**src/rtl/branch_resolve_queue.sv**
```systemverilog
// ---------------------------------------------------------------------------
// branch_resolve_queue
//
// Holds the branch predictor's guesses for every fetch that is still in
// flight. Fetch pushes one {pc, pred_pc, pred_taken} record per fetch. ex0
// later resolves the oldest fetch. The queue compares the guess against the
// real outcome, reports the result to the predictor, and on a mispredict asks
// fetch to restart from the corrected pc.
//
// Ports
//   clk, rstn           clock (rising edge); asynchronous active-low reset
//   enq_valid/ready     fetch-side handshake for a new prediction record
//   enq_pc              fetch pc of the record
//   enq_pred_pc         predicted next pc for that fetch
//   enq_pred_taken      predicted direction for that fetch
//   res_valid           ex0 resolves the oldest outstanding fetch
//   res_is_branch       the resolved instruction is a branch
//   res_taken           the branch was actually taken
//   res_tpc             actual branch target
//   flush               external pipeline flush (exception / ertn)
//   fact_pc/tpc/taken   registered predictor-update record
//   predict_dir_fail    registered direction-misprediction flag
//   predict_add_fail    registered target-misprediction flag
//   redirect_valid/pc   one-cycle fetch redirect with the corrected next pc
//   count               number of occupied entries
//   mispred_cnt         wrapping total of mispredictions
//   underflow_err       sticky flag: a resolve arrived while the queue was empty
// ---------------------------------------------------------------------------
module branch_resolve_queue #(
  parameter int DEPTH = 8
) (
  input  logic                       clk,
  input  logic                       rstn,
  input  logic                       enq_valid,
  output logic                       enq_ready,
  input  logic [31:0]                enq_pc,
  input  logic [31:0]                enq_pred_pc,
  input  logic                       enq_pred_taken,
  input  logic                       res_valid,
  input  logic                       res_is_branch,
  input  logic                       res_taken,
  input  logic [31:0]                res_tpc,
  input  logic                       flush,
  output logic [31:0]                fact_pc,
  output logic [31:0]                fact_tpc,
  output logic                       fact_taken,
  output logic                       predict_dir_fail,
  output logic                       predict_add_fail,
  output logic                       redirect_valid,
  output logic [31:0]                redirect_pc,
  output logic [$clog2(DEPTH):0]     count,
  output logic [31:0]                mispred_cnt,
  output logic                       underflow_err
);

  localparam int PTR_W = $clog2(DEPTH);
  localparam int CNT_W = PTR_W + 1;
  localparam logic [CNT_W-1:0] FULL_COUNT = CNT_W'(DEPTH);

  typedef enum logic {
    RUN,
    RECOVER
  } state_t;

  state_t state;

  logic [PTR_W-1:0] head;
  logic [PTR_W-1:0] tail;

  logic [31:0] pc_mem      [DEPTH];
  logic [31:0] pred_pc_mem [DEPTH];
  logic        taken_mem   [DEPTH];

  logic        enq_fire;
  logic        res_fire;
  logic        res_empty;
  logic [31:0] head_pc;
  logic [31:0] head_pred_pc;
  logic        head_pred_taken;
  logic        actual_taken;
  logic [31:0] fall_through;
  logic [31:0] actual_next;
  logic        dir_fail;
  logic        add_fail;
  logic        mispredict;

  // Accept only while running and strictly below capacity. A pop on the same
  // edge does not free a slot early, so this depends only on registered state.
  assign enq_ready = (state == RUN) && (count < FULL_COUNT);
  assign enq_fire  = enq_valid && enq_ready;

  // A resolve counts only in RUN, with something to pop, and without a flush.
  // The flush wins over everything else on the same edge.
  assign res_fire  = (state == RUN) && res_valid && (count != '0) && !flush;
  assign res_empty = (state == RUN) && res_valid && (count == '0);

  assign head_pc         = pc_mem[head];
  assign head_pred_pc    = pred_pc_mem[head];
  assign head_pred_taken = taken_mem[head];

  // Fetch works on 8-byte aligned pairs. A pc in the upper half of a pair
  // falls through to the next pair (+4). A pc in the lower half skips over its
  // partner (+8).
  assign actual_taken = res_is_branch && res_taken;
  assign fall_through = head_pc[2] ? (head_pc + 32'd4) : (head_pc + 32'd8);
  assign actual_next  = actual_taken ? res_tpc : fall_through;

  // A target mismatch only matters when both sides agree the branch was taken.
  // A wrong direction is reported separately through dir_fail.
  assign dir_fail   = head_pred_taken != actual_taken;
  assign add_fail   = head_pred_taken && actual_taken && (head_pred_pc != res_tpc);
  assign mispredict = res_fire && (dir_fail || add_fail);

  // Record storage has no reset. Entries are only read after they were
  // written, because count guards every pop. A write that lands on a
  // mispredict or flush edge is harmless, since the pointers are cleared on
  // that same edge.
  always_ff @(posedge clk) begin
    if (enq_fire) begin
      pc_mem[tail]      <= enq_pc;
      pred_pc_mem[tail] <= enq_pred_pc;
      taken_mem[tail]   <= enq_pred_taken;
    end
  end

  // Control FSM plus pointers, occupancy and every registered output.
  // A mispredict or flush in RUN empties the queue and spends one RECOVER
  // cycle. During that cycle fetch cannot push and ex0 resolves are dropped.
  // The record outputs carry data only in the cycle after a real resolve, and
  // are zero in every other cycle.
  always_ff @(posedge clk or negedge rstn) begin
    if (!rstn) begin
      state            <= RUN;
      head             <= '0;
      tail             <= '0;
      count            <= '0;
      fact_pc          <= '0;
      fact_tpc         <= '0;
      fact_taken       <= 1'b0;
      predict_dir_fail <= 1'b0;
      predict_add_fail <= 1'b0;
      redirect_valid   <= 1'b0;
      redirect_pc      <= '0;
      mispred_cnt      <= '0;
      underflow_err    <= 1'b0;
    end else begin
      fact_pc          <= res_fire ? head_pc : 32'd0;
      fact_tpc         <= res_fire ? res_tpc : 32'd0;
      fact_taken       <= res_fire && actual_taken;
      predict_dir_fail <= res_fire && dir_fail;
      predict_add_fail <= res_fire && add_fail;
      redirect_valid   <= mispredict;
      redirect_pc      <= mispredict ? actual_next : 32'd0;

      if (res_empty) begin
        underflow_err <= 1'b1;
      end

      if (mispredict) begin
        mispred_cnt <= mispred_cnt + 32'd1;
      end

      case (state)
        RUN: begin
          if (flush || mispredict) begin
            state <= RECOVER;
            head  <= '0;
            tail  <= '0;
            count <= '0;
          end else begin
            if (enq_fire) begin
              tail <= tail + PTR_W'(1);
            end
            if (res_fire) begin
              head <= head + PTR_W'(1);
            end
            case ({enq_fire, res_fire})
              2'b10:   count <= count + CNT_W'(1);
              2'b01:   count <= count - CNT_W'(1);
              default: count <= count;
            endcase
          end
        end
        RECOVER: begin
          state <= RUN;
        end
        default: begin
          state <= RUN;
        end
      endcase
    end
  end

endmodule
```
**config.mk**
```make
export PLATFORM = sky130hd
export DESIGN_NAME = branch_resolve_queue
export DESIGN_NICKNAME = d
export VERILOG_FILES = /design/src/rtl/branch_resolve_queue.sv
export SDC_FILE = /design/constraint.sdc
export NUM_CORES = 1
export LEC_CHECK = 0
export ABC_CLOCK_PERIOD_IN_PS = 18000
export CAP_MARGIN = 10
export CORE_ASPECT_RATIO = 0.6
export CORE_MARGIN = 3
export CORE_UTILIZATION = 45
export CTS_CLUSTER_DIAMETER = 80
export CTS_CLUSTER_SIZE = 14
export DETAILED_ROUTE_END_ITERATION = 8
export GPL_TIMING_DRIVEN = 0
export PLACE_DENSITY = 0.68
export REMOVE_ABC_BUFFERS = 1
export SLEW_MARGIN = 40
export SYNTH_ARGS = -nofsm -noshare
export SYNTH_HDL_FRONTEND = slang
export SYNTH_SLANG_ARGS = --single-unit
```
**constraint.sdc**
```tcl
create_clock -name clk -period 18 [get_ports clk]
set_clock_uncertainty 0.15 [all_clocks]
set_input_delay 3.6 -clock clk [delete_from_list [all_inputs] [get_ports clk]]
set_output_delay 3.6 -clock clk [all_outputs]
set_load 0.05 [all_outputs]
```
==> results of run 1 <==
[cells in the mapped netlist, types with 7 or more instances]
| master | instances |
|---|---|
| mux4_2 | 120 |
| buf_2 | 15 |
| or3_1 | 16 |
| a211oi_1 | 14 |
| clkbuf_1 | 26 |
| nor3_1 | 15 |
| ha_1 | 8 |
| buf_4 | 15 |
| o21ai_0 | 16 |
| inv_1 | 8 |
| nand2_1 | 57 |
| o211ai_1 | 12 |
| xor2_1 | 39 |
| nor2_1 | 77 |
| nand4_1 | 14 |
| mux2_2 | 8 |
| nor4_1 | 8 |
| and3_1 | 41 |
| or4_1 | 9 |
| mux2i_1 | 71 |
| buf_6 | 7 |
| dfrtp_1 | 144 |
| a21oi_1 | 25 |
| xnor2_1 | 47 |
| edfxtp_1 | 520 |
| nand3_1 | 28 |
[flip-flops by register name (all words and copies together), names as in the netlist]
register	cells
fact_pc	32
state	1
head	3
redirect_pc	32
underflow_err	1
pc_mem	256
fact_tpc	32
taken_mem	8
pred_pc_mem	256
predict_add_fail	1
count	4
redirect_valid	1
mispred_cnt	32
predict_dir_fail	1
fact_taken	1
tail	3
[kinds of logic after synthesis]
family | synth area share, %
flip-flops | 73.5
buffers and inverters | 1.62
XOR/XNOR | 2.88
adder cells (fa/ha/maj) | 0.459
multiplexers | 13.5
AO/OA/AOI/OAI | 2.37
AND/OR/NAND/NOR | 5.73
[placed cells by master (no fill, tap or decap), drive strengths merged, types with 2 or more instances in the layout]
cell type      netlist  final
a211oi              14     14
a21oi               25     25
a22o                 4      4
a22oi                3      3
and2                 4      4
and3                41     41
buf                 41     81
clkbuf              26     97
clkdlybuf4s50        0    240
dfrtp              144    144
edfxtp             520    520
ha                   8      8
inv                 12     14
mux2                 9      9
mux2i               71     71
mux4               120    120
nand2               57     57
nand2b               5      5
nand3               28     28
nand4               14     14
nor2                77     77
nor2b                2      2
nor3                15     15
nor3b                3      3
nor4                10     10
nor4b                2      2
o2111ai              3      3
o211ai              12     12
o21ai               19     19
o22ai                5      5
or2                  3      3
or3                 16     16
or4                 10     10
xnor2               47     47
xor2                39     39
[through the flow]
step | total power [mW] | hold slack (ps) | cell area [um2]
final | 3.82 | 323 | 32000
after detailed placement | 2.76 | 313 | 30400
after floorplan | 2.43 | 357 | 25800
after global placement | 2.75 | 302 | 29100
after global routing | 3.97 | 356 | 32000
after CTS | 3.84 | 329 | 32000
[worst min path at each step]
stage	from	endpoint	slack [ps]	cells past startpoint
after global routing	mispred_cnt[31]	mispred_cnt[31]	360	1
after detailed placement	underflow_err	underflow_err	310	1
after CTS	underflow_err	underflow_err	330	1
after global placement	underflow_err	underflow_err	300	1
after floorplan	tail[2]	tail[2]	360	2
final	underflow_err	underflow_err	320	1
[power groups by stage]
stage / sequential (mW) / combinational [mW] / clock, mW
after global routing: 1.85 / 0.943 / 1.18
after CTS: 1.84 / 0.887 / 1.11
final: 1.84 / 0.884 / 1.09
after floorplan: 2.01 / 0.420 / 0
after global placement: 1.95 / 0.804 / 0
after detailed placement: 1.87 / 0.884 / 0
[layout make-up]
cell class	count	area, um2
Fill cell	4289	24700
Sequential cell	664	19200
Multi-Input combinational cell	680	6610
Timing Repair Buffer	321	3590
Clock buffer	97	1530
Tap cell	759	950
Inverter	12	50.0
Clock inverter	2	17.5
[metal layers]
layer | vias up | routed length (um) | track usage, % | share of wire (%)
met4 | 16 | 1260 | 4.51 | 1.9
met1 | 7526 | 28900 | 32.5 | 43
li1 | 6217 | - | - | -
met3 | 104 | 6520 | 6.12 | 9.7
met5 | - | 110 | 0 | 0.16
met2 | 626 | 30200 | 33.5 | 45
[critical path, cell delays in order]
cell,delay (ps)
clkdlybuf4s50_1,470
nor3b_2,460
buf_4,290
buf_2,250
buf_2,250
nand2_4,320
inv_2,470
ha_1,330
ha_1,260
a21o_1,180
a21oi_1,160
xor2_1,80
nor2_1,140
mux2i_1,200
o21ai_0,90
==> results.toml, run 1 <==
[global_route]
grt_util_all_layers_pct = 22.2
antenna_found_initial = 12
grt_pass1_wl_um = 98700
grt_max_degree = 75
grt.overflow.total = 0
grt_pass1_vias = 14457

[clock_network]
cts_tree = "done"
insertion_delay_ps = 600
ctsRootBufferMaster = "clkbuf_16"
clock_path_buffers = 3
h-tree-depth = 2
ctsHoldBuffers = 0
clkTransAtPathRegs_ps = 70
cts.sinks = 664
cts_setup_buffers = 0
cts_buffers = 53
cts_resized = 0

[min_path]
hold_class = "reg -> reg"

[yosys]
synth_seq_cells = 664
avgSynthCellArea_um2 = 18.4
synth_edf_count = 520
ys_seq_area_share_pct = 73.5
yosys.area.top_type = "edfxtp_1"
syn_area_um2 = 26200
synth-async-reset-ratio_pct = 21.7
synth_top_area_share_pct = 59.7
yosys.cell_types.count = 59
ys_top_cells_by_area = "edfxtp_1, dfrtp_1, mux4_2"
yosys_most_used_dff = "edfxtp_1"
syn_inst = 1423
yosys_warnings = 0

[route]
postRouteAntennaNets = 0
wl_per_cell_um = 26.4
drc_errors = 0
vias = 14489
firstDrtPassIters = 5
wirelength_um = 66900
drt_iter0_drc = 1556
viasPerCell = 5.72

[floorplanning]
dieArea_um2 = 61100
die-width_um = 317
core_area_um2 = 56700
ioPinCount = 242
rows = 67
start_util_pct = 46.1
dieHeight_um = 193

[placed_design]
numPortBuffers = 241
dp_hpwl_um = 46700
gp_congestion = 0.773
pre_cts_ws_ps = 10150
placed_cells = 2435

[timing]
fin_crit_ps = 7280
worst_pin_slew_ps = 806
finalSetupViolCount = 0
fin_ws_ps = 10720
final_max_slew_viol_count = 0
setup_tns_ps = 0
max_freq_ghz = 0.137
period_share_pct = 40.5
hold_violations = 0
maxSlewHeadroom_pct = 44.7
rsz0062_at_grt = "no"

[critical_path]
r2r_end = "redirect_pc[7]"
critPathMaxFanout = 35
rr_worst_depth = 12
cp-endpoint = "count[3]"
reg2reg_from = "head[0]"
r2r_setup_slack_ps = 13060
critPathLaunchType = "primary input"
endpoint_kind = "flop"
crit_start = "res_valid"
required_ps = 18300
arrival_ps = 7580
critPathKind = "in -> reg"

[power]
power_frac_clock_pct = 28.6
peakVddDrop_mv = 0.0772
power_density_nw_per_um2 = 119
p_sw_mw = 1.10
comb_power_share_pct = 23.2
p_sw_share_pct = 28.8
power.internal_mw = 2.72
leakagePower_nw = 11.2
seqPwrFrac_pct = 48.2

[layout]
layout-drive-gt1-share_pct = 16.9
instances_no_fill = 2535
insertedDiodeCount = 0
nNetsFinal = 1845
fin_util_pct = 56.4
area_growth_pct = 22.3

[outcome]
status = "complete, no violations"

[flow_run]
max-cap-violations = 0
Note: power is estimated with default switching activity, not from simulation.
==> inputs of run 2 (changes only) <==
- ABC_CLOCK_PERIOD_IN_PS: 18000 -> 6700
- PLACE_DENSITY: 0.68 -> 0.7
- clock period: 18 -> 6.7 ns (I/O delays scaled with it)
==> results.toml, run 2 (same netlist as run 1, synthesis figures left out) <==
[route]
postRouteAntennaNets = 0
wirelength_um = 67200
drt_iter0_drc = 1583
wl_per_cell_um = 26.5
firstDrtPassIters = 5
drc_errors = 0
vias = 14536
viasPerCell = 5.73

[clock_network]
h-tree-depth = 2
cts_tree = "done"
ctsRootBufferMaster = "clkbuf_16"
clock_path_buffers = 3
cts_resized = 0
insertion_delay_ps = 600
cts.sinks = 664
cts_buffers = 53
cts_setup_buffers = 0
ctsHoldBuffers = 0
clkTransAtPathRegs_ps = 70

[global_route]
grt.met1_usage_pct = 32.2
top_usage_layer = "met2"
grt_pass1_vias = 14646
antenna_found_initial = 7
grt_use_met3_pct = 5.72
grt_util_all_layers_pct = 22.0
grt_pass1_wl_um = 98100
grt_max_degree = 75
grt.overflow.total = 0
grtUsageMet2_pct = 33.6

[power]
leakagePower_nw = 11.2
power_density_nw_per_um2 = 319
peakVddDrop_mv = 0.191
design_power_total_mw = 10.2

[placed_design]
gp_congestion = 0.767
placed_area_um2 = 30500
dp_hpwl_um = 47500
numPortBuffers = 241

[layout]
nNetsFinal = 1847
area_growth_pct = 22.6
mostFrequentLayoutCell = "edfxtp_1"
final_area_um2 = 32100
biggestRegsByFlops = "pc_mem x256, pred_pc_mem x256"
layout_common_cells = "edfxtp_1, clkdlybuf4s50_1, dfrtp_1"
layout-drive-gt1-share_pct = 17.1

[floorplanning]
dieHeight_um = 193
ioPinCount = 242
core_area_um2 = 56700
dieArea_um2 = 61100
die-width_um = 317
rows = 67
start_util_pct = 46.1

[critical_path]
arrival_ps = 5590
crit_top_cell = "buf_12"
worstPathCellList = "buf_12, buf_12, buf_12, buf_12, mux4_2, mux2i_1, xor2_1, nand4_1, or4_1, o31a_1, o21ai_4, inv_2, mux2_4"
required_ps = 7030
endpoint_kind = "flop"
critPathKind = "reg -> reg"
crit_path_top_delay_cell = "or4_1"
critPathLaunchType = "flop"
cp_slowest_stage_delay_ps = 670
critPathMaxFanout = 30

[timing]
finalSetupViolCount = 0
period_share_pct = 78.5
final_max_slew_viol_count = 0
max_freq_ghz = 0.190
rsz0062_at_grt = "no"
hold_violations = 0
worst_pin_slew_ps = 908
fin_crit_ps = 5260
maxSlewHeadroom_pct = 39.5

[outcome]
status = "complete, no violations"

[flow_run]
max-cap-violations = 0

[min_path]
hold_class = "reg -> reg"
-- run 2: changes by cell type in the layout (fill, tap and decap cells not counted), sizes merged --
cell | previous run | this run
buf | 81 | 83
clkinv | 0 | 2
diode | 0 | 1
clkbuf | 97 | 94
-- run 2: area by class of cell --
cell class,instances,area (um2)
fillers,4306,24600
flip-flops and latches,664,19200
multi-input cells,680,6600
repair buffers,323,3680
clock buffers,94,1480
well taps,759,950
inverters,12,52.6
clock inverters,4,50.0
diodes,1,2.50
-- run 2: path summary, 6_finish.rpt --
check / end / depth (start not counted) / slack (ps) / from
max in group asynchronous: fact_tpc[12] / 2 / 5370 / rstn
hold / removal: underflow_err / 1 / 320 / underflow_err
setup / recovery: mispred_cnt[1] / 13 / 1440 / head[1]
min in group asynchronous: fact_pc[13] / 1 / 410 / rstn
hold reg to reg: underflow_err / 1 / 320 / underflow_err
setup reg to reg: mispred_cnt[1] / 13 / 1440 / head[1]
-- run 2: power breakdown --
part           total (mW)  switching, mW  leakage [nW]  internal (mW)
sequential           4.94          0.140          6.68           4.80
clock                2.89           1.39         0.724           1.50
combinational        2.40           1.43          3.77          0.974
-- run 2: metrics by stage --
step                hold slack [ps]  std cells  setup slack, ps  setup TNS [ps]  utilization [%]
floorplan                       357       1356             -660          -61810                -
global placement                303       2356            -5960        -2323990             51.4
detailed placement              311       2438             1400               0             53.9
CTS                             326       2536             1410               0             56.6
global route                    348       2537             1240               0             56.6
finish                          322       2537             1440               0             56.6
-- run 2: routing by layer --
metal / vias to the layer above / part of all wire (%)
met3: 94 / 8.9
met5: - / 0.29
met1: 7634 / 43
met4: 12 / 1.8
li1: 6221 / -
met2: 575 / 46
-- run 2: critical path: cells and delay by family, from the launching register on --
family                    cells  cell delay, ps
AOI/OAI and AO/OA             2            1080
muxes                         3            1060
and+or+nand+nor               2             830
buffers and inverters         5            1130
xor gates and xnor gates      1             220
DFF                           1             600
==> inputs of run 3 (changes only) <==
- ABC_CLOCK_PERIOD_IN_PS: 6700 -> 4500
- clock period: 6.7 -> 4.5 ns (I/O delays scaled with it)
==> results.toml, run 3 (same netlist as run 1, synthesis figures left out) <==
[route]
firstDrtPassIters = 5
viasPerCell = 5.75
topRoutingLayerUsed = "met5"
vias = 14663
wl_per_cell_um = 26.6
drc_errors = 0
wirelength_um = 67700
drt_iter0_drc = 1598
dr_wl_met3_um = 6420
drt-met1-wl_um = 28700
postRouteAntennaNets = 0
wl_met2_um = 31000

[placed_design]
placed_area_um2 = 30500
gp_congestion = 0.767
numPortBuffers = 241
placed_cells = 2438
dp_hpwl_um = 47500

[floorplanning]
dieArea_um2 = 61100
dieHeight_um = 193
die-width_um = 317
core_area_um2 = 56700
start_util_pct = 46.1
ioPinCount = 242
rows = 67

[layout]
layout_common_cells = "edfxtp_1, clkdlybuf4s50_1, dfrtp_1"
instances_no_fill = 2549
fin_util_pct = 56.9
final_area_um2 = 32200
fillers = 4276
mostFrequentLayoutCell = "edfxtp_1"
area_growth_pct = 23.3
layout-drive-gt1-share_pct = 17.7
biggestRegsByFlops = "pc_mem x256, pred_pc_mem x256"
nNetsFinal = 1858

[clock_network]
insertion_delay_ps = 600
clkTransAtPathRegs_ps = 70
cts_tree = "done"
clock_path_buffers = 3
cts.sinks = 664
cts_buffers = 53
ctsRootBufferMaster = "clkbuf_16"
h-tree-depth = 2

[critical_path]
required_ps = 4800
crit_top_cell = "buf_16"
critPathMaxFanout = 21
crit_cells = 14
rr_worst_depth = 14
crit_path_top_delay_cell = "or4_4"
endpoint_kind = "flop"
worstPathCellList = "buf_12, buf_16, buf_16, buf_16, mux4_2, mux2i_1, xor2_1, nand4_1, or4_4, o31a_4, o21ai_4, buf_4, buf_8, a211oi_1"
path_buf_inv = 6
cp_slowest_stage_delay_ps = 560
arrival_ps = 4670
critPathLaunchType = "flop"
cp_top_family = "buffers and inverters"
critPathKind = "reg -> reg"

[timing]
rsz0062_at_grt = "no"
finalSetupViolCount = 0
period_share_pct = 97.2
worst_pin_slew_ps = 931
hold_violations = 0
setup_tns_ps = 0
max_freq_ghz = 0.229
maxSlewHeadroom_pct = 37.9
final_max_slew_viol_count = 0
fin_crit_ps = 4370

[global_route]
grt_pass1_vias = 14699
grt_pass1_wl_um = 98600
grt_max_degree = 75
grt.overflow.total = 0
grt_util_all_layers_pct = 22.1
antenna_found_initial = 5

[power]
peakVddDrop_mv = 0.285
leakagePower_nw = 11.3
power_density_nw_per_um2 = 475
comb_power_share_pct = 24.0
power.internal_mw = 10.9
p_sw_mw = 4.43
design_power_total_mw = 15.3
power_frac_clock_pct = 28.1
p_sw_share_pct = 29.0
seqPwrFrac_pct = 47.9

[min_path]
hold_class = "reg -> reg"
holdPathStages = 1

[outcome]
status = "complete, no violations"

[flow_run]
max-cap-violations = 0
run 3: cell count changes in the layout (fill, tap and decap cells not counted), sizes merged:
| cell | before | now |
|---|---|---|
| buf | 83 | 91 |
| bufbuf | 0 | 1 |
| clkbuf | 94 | 95 |
| diode | 1 | 2 |
| dlygate4sd3 | 0 | 1 |
run 3: worst paths after layout:
path                                from         endpoint  slack, ps
max                              head[1]  redirect_pc[14]        130
min                        underflow_err    underflow_err        320
max reg2reg                      head[1]  redirect_pc[14]        130
min reg2reg                underflow_err    underflow_err        320
max in group asynchronous           rstn     fact_tpc[12]       3020
min in group asynchronous           rstn      fact_pc[13]        560
run 3: cell type report:
type                            instances  area, um2  share of cell area [%]
Tap cell                              759        950                    2.94
Antenna cell                            2       5.00                  0.0155
Clock inverter                          4       50.0                   0.155
Inverter                               12       55.1                   0.171
Multi-Input combinational cell        680       6640                    20.6
Sequential cell                       664      19200                    59.6
Clock buffer                           94       1480                    4.59
Timing Repair Buffer                  334       3840                    11.9
run 3: stage by stage:
step	worst slack (ps)	hold slack [ps]
4_1_cts	62.8	326
2_1_floorplan	-2860	357
6_report	127	322
5_1_grt	9.63	348
3_3_place_gp	-7720	303
3_5_place_dp	-756	311
run 3: layer usage:
metal,track usage (%),vias to the layer above
met3,5.70,94
li1,-,6240
met1,32.4,7678
met5,1.46,-
met2,33.7,643
met4,4.59,8
run 3: timing repair:
action | CTS | global route
cloned | 1 | 1
hold buffers | 1 | 0
setup endpoints to repair | 72 | 20
buffers inserted | 6 | 2
resized for setup | 6 | 4
pin swaps | 1 | 2
hold endpoints to repair | 12 | 0
run 3: power groups by stage:
stage	Sequential, mW	Combinational (mW)	Clock [mW]
3_3_place_gp	7.87	3.71	0
6_report	7.33	3.67	4.30
3_5_place_dp	7.48	3.58	0
4_1_cts	7.33	3.67	4.38
5_1_grt	7.37	3.91	4.63
2_1_floorplan	8.05	1.68	0
run 3: worst register-to-register path: cells and delay by family, from the launching register on:
family	cells	cell delay (ps)
AO/OA/AOI/OAI	3	750
XOR/XNOR	1	220
buffers and inverters	6	1220
flip-flops	1	430
multiplexers	2	730
AND/OR/NAND/NOR	2	730
